### src/rtl/sd_pkg.sv
// sd_pkg: shared types and constants for the SD clock controller.
//   sd_state_e   - controller FSM states
//   INIT_CLK_CNT - SD clock rising edges in the card init train
//   RESET_DIV    - divider value after reset (slow identification clock)
package sd_pkg;

  typedef enum logic [2:0] {
    ST_OFF   = 3'd0,
    ST_RUN   = 3'd1,
    ST_INIT  = 3'd2,
    ST_STOP1 = 3'd3,
    ST_STOP2 = 3'd4
  } sd_state_e;

  localparam int         INIT_CLK_CNT = 80;
  localparam logic [7:0] RESET_DIV    = 8'd125;

endpackage

### src/rtl/sd_clk_ctrl_if.sv
// sd_clk_ctrl_if: register, bus-status and divider-control signals of the
// SD clock controller.
//   master - register block / bus / divider side (drives requests & status)
//   slave  - sd_clk_ctrl (drives divider value, enable, stop, status flags)
interface sd_clk_ctrl_if;
  import sd_pkg::*;

  logic       reg_clk_en;
  logic [7:0] reg_divider;
  logic       reg_div_wr;
  logic       init_req;
  logic       sd_clk_rise;
  logic       cmd_busy;
  logic       data_active;
  logic       data_dir;
  logic       rx_fifo_full;
  logic       tx_fifo_empty;
  logic [7:0] clk_divider;
  logic       sd_clk_enable;
  logic       hw_stop_clk;
  logic       init_done;
  logic       div_busy;

  modport master (
    output reg_clk_en, reg_divider, reg_div_wr, init_req, sd_clk_rise,
           cmd_busy, data_active, data_dir, rx_fifo_full, tx_fifo_empty,
    input  clk_divider, sd_clk_enable, hw_stop_clk, init_done, div_busy
  );

  modport slave (
    input  reg_clk_en, reg_divider, reg_div_wr, init_req, sd_clk_rise,
           cmd_busy, data_active, data_dir, rx_fifo_full, tx_fifo_empty,
    output clk_divider, sd_clk_enable, hw_stop_clk, init_done, div_busy
  );
endinterface

### src/rtl/sd_clk_ctrl.sv
// sd_clk_ctrl: SD card clock controller. Gates the SD clock, runs the
// 80-clock card init train, and swaps divider values glitch-free by parking
// the clock low for two hclk cycles around the change.
// Ports:
//   hclk   - system clock, posedge
//   hrst_n - asynchronous active-low reset
//   sd_if  - sd_clk_ctrl_if.slave: register requests, bus status in;
//            clk_divider, sd_clk_enable, hw_stop_clk, init_done, div_busy out
// All outputs come straight from flops.
module sd_clk_ctrl
  import sd_pkg::*;
(
  input  logic          hclk,
  input  logic          hrst_n,
  sd_clk_ctrl_if.slave  sd_if
);

  sd_state_e  state_q;
  logic [7:0] clk_div_q;
  logic [7:0] pend_q;
  logic       en_q;
  logic       hw_stop_q;
  logic       init_done_q;
  logic       div_busy_q;
  logic       applied_q;   // OFF-state divider already loaded, busy clears next
  logic [6:0] cnt_q;
  logic       stop_cond;

  // Clock must stall when the FIFO on the active data path cannot move.
  assign stop_cond = sd_if.data_active &
                     (( sd_if.data_dir & sd_if.rx_fifo_full) |
                      (~sd_if.data_dir & sd_if.tx_fifo_empty));

  always_ff @(posedge hclk or negedge hrst_n) begin
    if (!hrst_n) begin
      state_q     <= ST_OFF;
      clk_div_q   <= RESET_DIV;
      pend_q      <= RESET_DIV;
      en_q        <= 1'b0;
      hw_stop_q   <= 1'b0;
      init_done_q <= 1'b0;
      div_busy_q  <= 1'b0;
      applied_q   <= 1'b0;
      cnt_q       <= '0;
    end else begin
      hw_stop_q <= (state_q == ST_RUN) & stop_cond;
      applied_q <= 1'b0;
      // Outputs are set from the state being entered so they line up with it.
      case (state_q)
        ST_OFF: begin
          // Clock already off: load divider, then drop busy one cycle later.
          if (div_busy_q) begin
            if (!applied_q) begin
              clk_div_q <= pend_q;
              applied_q <= 1'b1;
            end else begin
              div_busy_q <= 1'b0;
            end
          end
          if (sd_if.reg_clk_en) begin
            state_q <= ST_RUN;
            en_q    <= 1'b1;
          end
        end
        ST_RUN: begin
          if (!sd_if.reg_clk_en) begin
            // Disable beats a pending divider change; OFF applies it.
            if (!sd_if.cmd_busy) begin
              state_q <= ST_OFF;
              en_q    <= 1'b0;
            end
          end else if (sd_if.init_req) begin
            state_q <= ST_INIT;
            cnt_q   <= '0;
          end else if (div_busy_q && !sd_if.cmd_busy && !sd_if.data_active) begin
            state_q   <= ST_STOP1;
            en_q      <= 1'b0;
            clk_div_q <= pend_q;
          end
        end
        ST_INIT: begin
          if (!sd_if.reg_clk_en) begin
            state_q <= ST_OFF;
            en_q    <= 1'b0;
            cnt_q   <= '0;
          end else if (sd_if.sd_clk_rise) begin
            if (cnt_q == 7'(INIT_CLK_CNT - 1)) begin
              state_q     <= ST_RUN;
              init_done_q <= 1'b1;
              cnt_q       <= '0;
            end else begin
              cnt_q <= cnt_q + 7'd1;
            end
          end
        end
        ST_STOP1: begin
          state_q    <= ST_STOP2;
          div_busy_q <= 1'b0;
        end
        ST_STOP2: begin
          state_q <= ST_RUN;
          en_q    <= 1'b1;
        end
        default: begin
          state_q <= ST_OFF;
          en_q    <= 1'b0;
        end
      endcase
      // A new write always wins over any busy clear above (latest wins).
      if (sd_if.reg_div_wr) begin
        pend_q     <= sd_if.reg_divider;
        div_busy_q <= 1'b1;
        applied_q  <= 1'b0;
      end
    end
  end

  assign sd_if.clk_divider   = clk_div_q;
  assign sd_if.sd_clk_enable = en_q;
  assign sd_if.hw_stop_clk   = hw_stop_q;
  assign sd_if.init_done     = init_done_q;
  assign sd_if.div_busy      = div_busy_q;

endmodule

### src/flat_wrapper.sv
// flat-port wrapper written by rule: the top's interface ports become plain ports
module sd_clk_ctrl_flat import sd_pkg::*;
  (hclk, hrst_n, sd_if_reg_clk_en, sd_if_reg_divider, sd_if_reg_div_wr, sd_if_init_req, sd_if_sd_clk_rise, sd_if_cmd_busy, sd_if_data_active, sd_if_data_dir, sd_if_rx_fifo_full, sd_if_tx_fifo_empty, sd_if_clk_divider, sd_if_sd_clk_enable, sd_if_hw_stop_clk, sd_if_init_done, sd_if_div_busy);
  sd_clk_ctrl_if sd_if_i ();
  input  logic hclk;
  input  logic hrst_n;
  input wire logic [$bits(sd_if_i.reg_clk_en)-1:0] sd_if_reg_clk_en;
  input wire logic [$bits(sd_if_i.reg_divider)-1:0] sd_if_reg_divider;
  input wire logic [$bits(sd_if_i.reg_div_wr)-1:0] sd_if_reg_div_wr;
  input wire logic [$bits(sd_if_i.init_req)-1:0] sd_if_init_req;
  input wire logic [$bits(sd_if_i.sd_clk_rise)-1:0] sd_if_sd_clk_rise;
  input wire logic [$bits(sd_if_i.cmd_busy)-1:0] sd_if_cmd_busy;
  input wire logic [$bits(sd_if_i.data_active)-1:0] sd_if_data_active;
  input wire logic [$bits(sd_if_i.data_dir)-1:0] sd_if_data_dir;
  input wire logic [$bits(sd_if_i.rx_fifo_full)-1:0] sd_if_rx_fifo_full;
  input wire logic [$bits(sd_if_i.tx_fifo_empty)-1:0] sd_if_tx_fifo_empty;
  output wire logic [$bits(sd_if_i.clk_divider)-1:0] sd_if_clk_divider;
  output wire logic [$bits(sd_if_i.sd_clk_enable)-1:0] sd_if_sd_clk_enable;
  output wire logic [$bits(sd_if_i.hw_stop_clk)-1:0] sd_if_hw_stop_clk;
  output wire logic [$bits(sd_if_i.init_done)-1:0] sd_if_init_done;
  output wire logic [$bits(sd_if_i.div_busy)-1:0] sd_if_div_busy;
  assign sd_if_i.reg_clk_en = sd_if_reg_clk_en;
  assign sd_if_i.reg_divider = sd_if_reg_divider;
  assign sd_if_i.reg_div_wr = sd_if_reg_div_wr;
  assign sd_if_i.init_req = sd_if_init_req;
  assign sd_if_i.sd_clk_rise = sd_if_sd_clk_rise;
  assign sd_if_i.cmd_busy = sd_if_cmd_busy;
  assign sd_if_i.data_active = sd_if_data_active;
  assign sd_if_i.data_dir = sd_if_data_dir;
  assign sd_if_i.rx_fifo_full = sd_if_rx_fifo_full;
  assign sd_if_i.tx_fifo_empty = sd_if_tx_fifo_empty;
  assign sd_if_clk_divider = sd_if_i.clk_divider;
  assign sd_if_sd_clk_enable = sd_if_i.sd_clk_enable;
  assign sd_if_hw_stop_clk = sd_if_i.hw_stop_clk;
  assign sd_if_init_done = sd_if_i.init_done;
  assign sd_if_div_busy = sd_if_i.div_busy;
  sd_clk_ctrl u_core (.hclk(hclk), .hrst_n(hrst_n), .sd_if(sd_if_i));
endmodule
### config.mk
export PLATFORM = sky130hd
export DESIGN_NAME = sd_clk_ctrl_flat
export DESIGN_NICKNAME = d
export VERILOG_FILES = /design/src/rtl/sd_pkg.sv /design/src/rtl/sd_clk_ctrl_if.sv /design/src/rtl/sd_clk_ctrl.sv /design/src/flat_wrapper.sv
export SDC_FILE = /design/constraint.sdc
export NUM_CORES = 1
export LEC_CHECK = 0
export CAP_MARGIN = 40
export CELL_PAD_IN_SITES_DETAIL_PLACEMENT = 0
export CELL_PAD_IN_SITES_GLOBAL_PLACEMENT = 1
export CORE_AREA = 2 2 75 77
export CTS_BUF_LIST = sky130_fd_sc_hd__clkbuf_16
export DETAILED_ROUTE_END_ITERATION = 7
export DIE_AREA = 0 0 77 79
export PLACE_DENSITY_LB_ADDON = 0.1
export SYNTH_ARGS = -nofsm -noshare
export SYNTH_HDL_FRONTEND = slang
export SYNTH_SLANG_ARGS = --single-unit
### constraint.sdc
create_clock -name hclk -period 2.8 [get_ports hclk]
set_input_delay 0.56 -clock hclk [delete_from_list [all_inputs] [get_ports hclk]]
set_output_delay 0.56 -clock hclk [all_outputs]
set_load 0.02 [all_outputs]
==> results of run 1 <==
Yosys cell counts, types with 2 or more instances:
cell	count	share of area (%)
sky130_fd_sc_hd__dfrtp_1	19	31
sky130_fd_sc_hd__mux2_2	17	12
sky130_fd_sc_hd__dfstp_2	12	20
sky130_fd_sc_hd__nor2_1	8	2.0
sky130_fd_sc_hd__nand2_1	7	1.7
sky130_fd_sc_hd__o31ai_1	7	3.4
sky130_fd_sc_hd__o21ai_0	6	2.0
sky130_fd_sc_hd__inv_1	4	0.98
sky130_fd_sc_hd__nand2b_1	4	1.6
sky130_fd_sc_hd__nor2b_1	4	1.6
sky130_fd_sc_hd__a21oi_1	3	0.98
sky130_fd_sc_hd__buf_2	3	0.98
sky130_fd_sc_hd__nand3_1	3	0.98
sky130_fd_sc_hd__and3_1	2	0.81
sky130_fd_sc_hd__clkbuf_1	2	0.49
sky130_fd_sc_hd__mux2i_1	2	1.3
sky130_fd_sc_hd__nor4b_1	2	1.1
logic make-up (layout without fill, tap and decap cells):
| family | after synthesis | after routing | share of synthesized area, % |
|---|---|---|---|
| DFF | 31 | 31 | 51.4 |
| AOI/OAI and AO/OA | 29 | 29 | 15.2 |
| muxes | 19 | 19 | 13.7 |
| buffers and inverters | 11 | 46 | 3.17 |
| adders and majority gates | 1 | 1 | 0.813 |
| and+or+nand+nor | 41 | 41 | 15.7 |
per-layer routing:
metal / up-vias / GRT usage (%)
met2: 23 / 18.9
met4: 0 / 4.82
met5: - / 0
met1: 558 / 15.5
met3: 4 / 4.32
li1: 546 / -
area by class of cell:
class | count | area, um^2 | share of cell area (%)
Multi-Input combinational cell | 90 | 699 | 33.8
Inverter | 4 | 15.0 | 0.726
Clock buffer | 5 | 125 | 6.05
Tap cell | 72 | 90.1 | 4.36
Clock inverter | 3 | 16.3 | 0.787
Timing Repair Buffer | 34 | 330 | 16.0
Sequential cell | 31 | 791 | 38.3
stage by stage:
stage,std cells,total power [mW],hold slack (ns)
CTS,239,1.91,0.479
detailed placement,231,1.38,0.466
floorplan,132,1.12,0.264
finish,239,1.88,0.468
global route,239,1.99,0.493
global placement,231,1.38,0.460
critical path: cells and delay by family:
kind,cells,cell delay [ns]
buf+inv,1,0.53
mux,1,0.36
simple gates,3,0.81
sequential cells by signal, indices dropped and copies added, names as in the netlist:
register	cells
u_core.sd_if.init_done	1
u_core.sd_if.sd_clk_enable	1
u_core.sd_if.div_busy	1
u_core.sd_if.hw_stop_clk	1
u_core.applied_q	1
u_core.cnt_q	7
u_core.sd_if.clk_divider	8
u_core.pend_q	8
u_core.state_q	3
worst max path at each step:
stage,end,slack [ns]
after CTS,u_core.sd_if.clk_divider[7]$_DFFE_PN0P_,0.69
final,u_core.sd_if.clk_divider[7]$_DFFE_PN0P_,0.70
after detailed placement,u_core.sd_if.clk_divider[7]$_DFFE_PN0P_,0.41
after global routing,u_core.sd_if.clk_divider[1]$_DFFE_PN0P_,0.48
after floorplan,u_core.sd_if.clk_divider[1]$_DFFE_PN0P_,1.14
after global placement,u_core.sd_if.clk_divider[1]$_DFFE_PN0P_,0.42
power by group through the flow:
stage          sequential (mW)  combinational, mW  clock, mW
6_report                 0.696              0.668      0.513
5_1_grt                  0.715              0.726      0.552
4_1_cts                  0.699              0.680      0.533
3_5_place_dp             0.702              0.677          0
3_3_place_gp             0.706              0.674          0
2_1_floorplan            0.761              0.358          0
==> flow_summary.yaml, run 1 <==
run_status:
  result_of_the_run: "complete, no violations"
yosys:
  synth_cells: 132
  netlist_area_um2: 1540
  post_synth.cell_area_avg_um2: 11.7
  dominantRegCellSynth: "sky130_fd_sc_hd__dfrtp_1"
  number_of_synthesized_flops_with_an_enable_pin: 0
  yosysUniqueCellTypes: 44
  syn_nets: 152
  synthesis.yosys.warnings: 0
  postSynth.asyncResetShare_pct: 100
  synth_seq_area_share_pct: 51.4
  postSynthRegisterBits: 31
clock_tree:
  clock_tree.root_cell: "sky130_fd_sc_hd__clkbuf_16"
  cts_tree: "yes"
  cts_hold_buf: 0
  clock_tree.htree_level_count: 2
  tritoncts.num_buffers: 5
  postCtsResizedCells: 0
  clk-insertion-delay-late_ns: 0.27
  clkTransAtPathRegs_ns: 0.05
  cts_buffer_depth: 2
  clock_sink_total: 31
  cts_setup_buffers: 0
hold_path:
  min-delay-start: "u_core.sd_if.init_done$_DFFE_PN0P_"
  holdCritPathClass: "flip-flop to flip-flop"
  min_to: "u_core.sd_if.init_done$_DFFE_PN0P_"
  worstHoldPathCells: 1
power:
  sw_frac_of_total_pct: 32.1
  ir_drop_mv: 0.494
  power-per-cell-area_nw_per_um2: 908
  power.static_leakage_nw: 0.846
  power_switching_uw: 603
  p_seq_share_pct: 37.1
  power_frac_clock_pct: 27.3
  internal-power_mw: 1.27
  share_comb_of_total_power_pct: 35.6
layout:
  filler_cell_count: 558
  finalCoreUtilization_pct: 38.7
  final_common_cell: "sky130_fd_sc_hd__clkdlybuf4s50_1"
  syn2layout_area_growth_pct: 34.3
  mostFrequentLayoutCells: "sky130_fd_sc_hd__clkdlybuf4s50_1, sky130_fd_sc_hd__dfrtp_1, sky130_fd_sc_hd__mux2_2"
  final_nets: 186
  drive_gt1_share_pct: 27.5
  antenna_cells_inserted: 0
  stdcell_area_um2: 2070
drt:
  drt_iter0_drc: 33
  route.detailed.vias_per_inst: 4.73
  avgRoutedWirePerCell_um: 14.0
  drt-pass1-iter-count: 4
  vias: 1131
  met3_length_um: 168
  met1Wirelength_um: 1630
  routed.top_layer: "met4"
  wl_met2_um: 1530
  drt_drc_violations_left: 0
  postRouteWirelength_um: 3350
  drt.antenna.violating_nets: 0
worst_setup_path:
  timing.rr.start: "u_core.state_q[1]$_DFFE_PN0P_"
  critPathLaunch: "sd_if_init_req"
  cp_data_arrival_time_ns: 2.26
  worst_ep_required_time_ns: 2.96
  worst_r2r_endpoint: "u_core.cnt_q[0]$_DFFE_PN0P_"
  slowest_stage: "sky130_fd_sc_hd__clkdlybuf4s50_1"
  r2r_cells: 4
  r2r_slack_ns: 1.02
  setup.worst_path.end_class: "flip-flop"
  crit_path_start_kind: "input port"
  timing.setup.critical_path_class: "input port to flip-flop"
  critical-path-max-stage-delay_ns: 0.53
  cells_traversed_along_the_worst_timing_path: "clkdlybuf4s50_1 -> nor4b_1 -> nand3_1 -> nand2_2 -> mux2_2"
  critical_path.max_fanout: 8
run:
  max-cap-violations: 0
sta:
  timing.clock.skew_ns: 0.00320
  maxSlewHeadroom_pct: 61.1
  max_clock_freq_mhz: 475
  timing_worst_slew_pin_value_ns: 0.584
  hold_viol: 0
  total_neg_setup_slack_ns: 0
  grt_setup_unrepaired: "no"
  postLayoutSetupSlackWorst_ns: 0.696
  period_minus_slack_ns: 2.10
  timing.final.crit_share_pct: 75.1
  slew_violations: 0
  final-setup-viol-count: 0
global_routing:
  global_route_wire_length_before_repair_um: 5710
  globalRoute.totalOverflow: 0
  grt_start_max_net_pins: 32
  antenna_found_initial: 0
  global_route.usage.total_pct: 12.2
  vias_in_the_first_global_route: 1163
floorplanning:
  core_area_um2: 5340
  die-width_um: 77
  die_area_um2: 6080
  initial_core_util_pct: 28.8
  io_pins: 31
  placementRows: 27
  die_height_um: 79
placement:
  hpwlAfterDp_um: 2330
  number_of_buffers_added_on_ports: 30
  detailedPlace.worstSlack_ns: 0.414
  dpl_cell_area_um2: 1930
  routabilityCongestion: 0.773
No activity file was read; power rests on OpenSTA's default activity.
==> run 2, diff against run 1 <==
Clock period 2.8 ns to 2.2 ns, I/O delays scaled along.
==> run 2 against run 1 <==
Sequential power is 27% higher. Count of clock-buffer cells in the layout did not move. Global-route usage shrank 0.40 points. Final cell count up 2.5%. Utilization increased by 0.77 points. Wire length shrank 0.69%. Power rose by 28%. Critical endpoint unchanged. Largest cell class unchanged. Highest routed layer unchanged.
==> flow_summary.yaml, run 2 (same netlist as run 1, synthesis figures left out) <==
run_status:
  result_of_the_run: "complete, no violations"
sta:
  timing.clock.skew_ns: 0.00532
  maxSlewHeadroom_pct: 69.1
  final-setup-viol-count: 0
  grt_setup_unrepaired: "no"
  total_neg_setup_slack_ns: 0
  max_clock_freq_mhz: 506
  worst_hold_slack_ns: 0.481
  slew_violations: 0
  timing_worst_slew_pin_value_ns: 0.457
  period_minus_slack_ns: 1.97
  hold_viol: 0
  timing.final.crit_share_pct: 89.8
layout:
  final_cell_count_no_fill: 245
  antenna_cells_inserted: 0
  final_nets: 192
  drive_gt1_share_pct: 29.5
  mostFrequentLayoutCells: "sky130_fd_sc_hd__clkdlybuf4s50_1, sky130_fd_sc_hd__dfrtp_1, sky130_fd_sc_hd__mux2_2"
  syn2layout_area_growth_pct: 37.0
  final_common_cell: "sky130_fd_sc_hd__clkdlybuf4s50_1"
floorplanning:
  io_pins: 31
  die_height_um: 79
  die_area_um2: 6080
  core_area_um2: 5340
  placementRows: 27
  die-width_um: 77
  initial_core_util_pct: 28.8
run:
  max-cap-violations: 0
placement:
  post-place-cells: 237
  number_of_buffers_added_on_ports: 30
  routabilityCongestion: 0.744
  hpwlAfterDp_um: 2360
clock_tree:
  clock_tree.htree_level_count: 2
  clock_tree.root_cell: "sky130_fd_sc_hd__clkbuf_16"
  cts_buffer_depth: 2
  clk-insertion-delay-late_ns: 0.27
  cts_hold_buf: 0
  cts_tree: "yes"
  tritoncts.num_buffers: 5
  postCtsResizedCells: 0
  clock_sink_total: 31
  clkTransAtPathRegs_ns: 0.05
  cts_setup_buffers: 0
worst_setup_path:
  cp_data_arrival_time_ns: 2.12
  worst_ep_required_time_ns: 2.35
  setup.worst_path.end_class: "flip-flop"
  critical_path.max_fanout: 8
  crit_path_start_kind: "input port"
  timing.setup.critical_path_class: "input port to flip-flop"
drt:
  drt-pass1-iter-count: 4
  route.detailed.vias_per_inst: 4.82
  vias: 1182
  drt_iter0_drc: 54
  drt.antenna.violating_nets: 0
  drt_drc_violations_left: 0
  postRouteWirelength_um: 3330
  avgRoutedWirePerCell_um: 13.6
global_routing:
  global_route.usage.total_pct: 11.8
  globalRoute.totalOverflow: 0
  vias_in_the_first_global_route: 1155
  grt_start_max_net_pins: 32
  antenna_found_initial: 0
  global_route_wire_length_before_repair_um: 5660
power:
  ir_drop_mv: 0.447
  power.static_leakage_nw: 0.876
  power-per-cell-area_nw_per_um2: 1140
hold_path:
  holdCritPathClass: "flip-flop to flip-flop"
==> run 2: changes by cell type in the layout (fill, tap and decap cells not counted), sizes merged <==
cell | previous run | this run
clkinvlp | 1 | 0
clkinv | 1 | 2
buf | 4 | 10
==> run 2: final cells by class <==
| type | count | area, um^2 |
|---|---|---|
| Clock buffer | 5 | 125 |
| Tap cell | 72 | 90.1 |
| Sequential cell | 31 | 791 |
| Clock inverter | 3 | 12.5 |
| Fill cell | 565 | 3230 |
| Inverter | 4 | 15.0 |
| Timing Repair Buffer | 40 | 375 |
| Multi-Input combinational cell | 90 | 699 |
==> run 2: worst max-delay path, cell delays in order <==
cell and delay, ns:
sky130_fd_sc_hd__clkdlybuf4s50_1 0.47, sky130_fd_sc_hd__nor4b_1 0.47, sky130_fd_sc_hd__nand3_1 0.16, sky130_fd_sc_hd__nand2_2 0.22, sky130_fd_sc_hd__mux2_2 0.36
==> run 2: per-layer routing <==
layer / up-vias / wire (um) / GRT usage [%]
met5: - / 0 / 0
met4: 0 / 15 / 3.75
met3: 2 / 112 / 3.75
met2: 22 / 1490 / 17.7
met1: 591 / 1710 / 16.1
li1: 567 / - / -
==> run 2: path summary, 6_finish.rpt <==
check                           cells past startpoint  slack [ns]                                 endpoint                                from
worst max-delay path                                5        0.23  u_core.sd_if.clk_divider[7]$_DFFE_PN0P_                      sd_if_cmd_busy
worst min-delay path                                1        0.48       u_core.sd_if.init_done$_DFFE_PN0P_  u_core.sd_if.init_done$_DFFE_PN0P_
worst max register to register                      5        0.49              u_core.cnt_q[0]$_DFFE_PN0P_       u_core.state_q[1]$_DFFE_PN0P_
worst min register to register                      1        0.48       u_core.sd_if.init_done$_DFFE_PN0P_  u_core.sd_if.init_done$_DFFE_PN0P_
max in group asynchronous                           2        1.29  u_core.sd_if.clk_divider[6]$_DFFE_PN1P_                              hrst_n
min in group asynchronous                           2        0.57       u_core.sd_if.init_done$_DFFE_PN0P_                              hrst_n
==> run 2: through the flow <==
stage                     util, %  setup slack (ns)  total power [mW]  area [um^2]
after floorplan                 -             0.658              1.42         1540
after CTS                    39.5             0.247              2.45         2110
final                        39.5             0.225              2.41         2110
after global placement       36.9            0.0109              1.79         1970
after global routing         39.5             0.143              2.57         2110
after detailed placement     36.9           -0.0202              1.79         1970
==> run 2: report_power, final <==
part,leakage (nW),internal [mW],switching (mW),total (mW)
registers,0.371,0.767,0.115,0.882
clock network,0.0724,0.408,0.224,0.631
logic,0.432,0.472,0.424,0.896
total,0.876,1.65,0.762,2.41
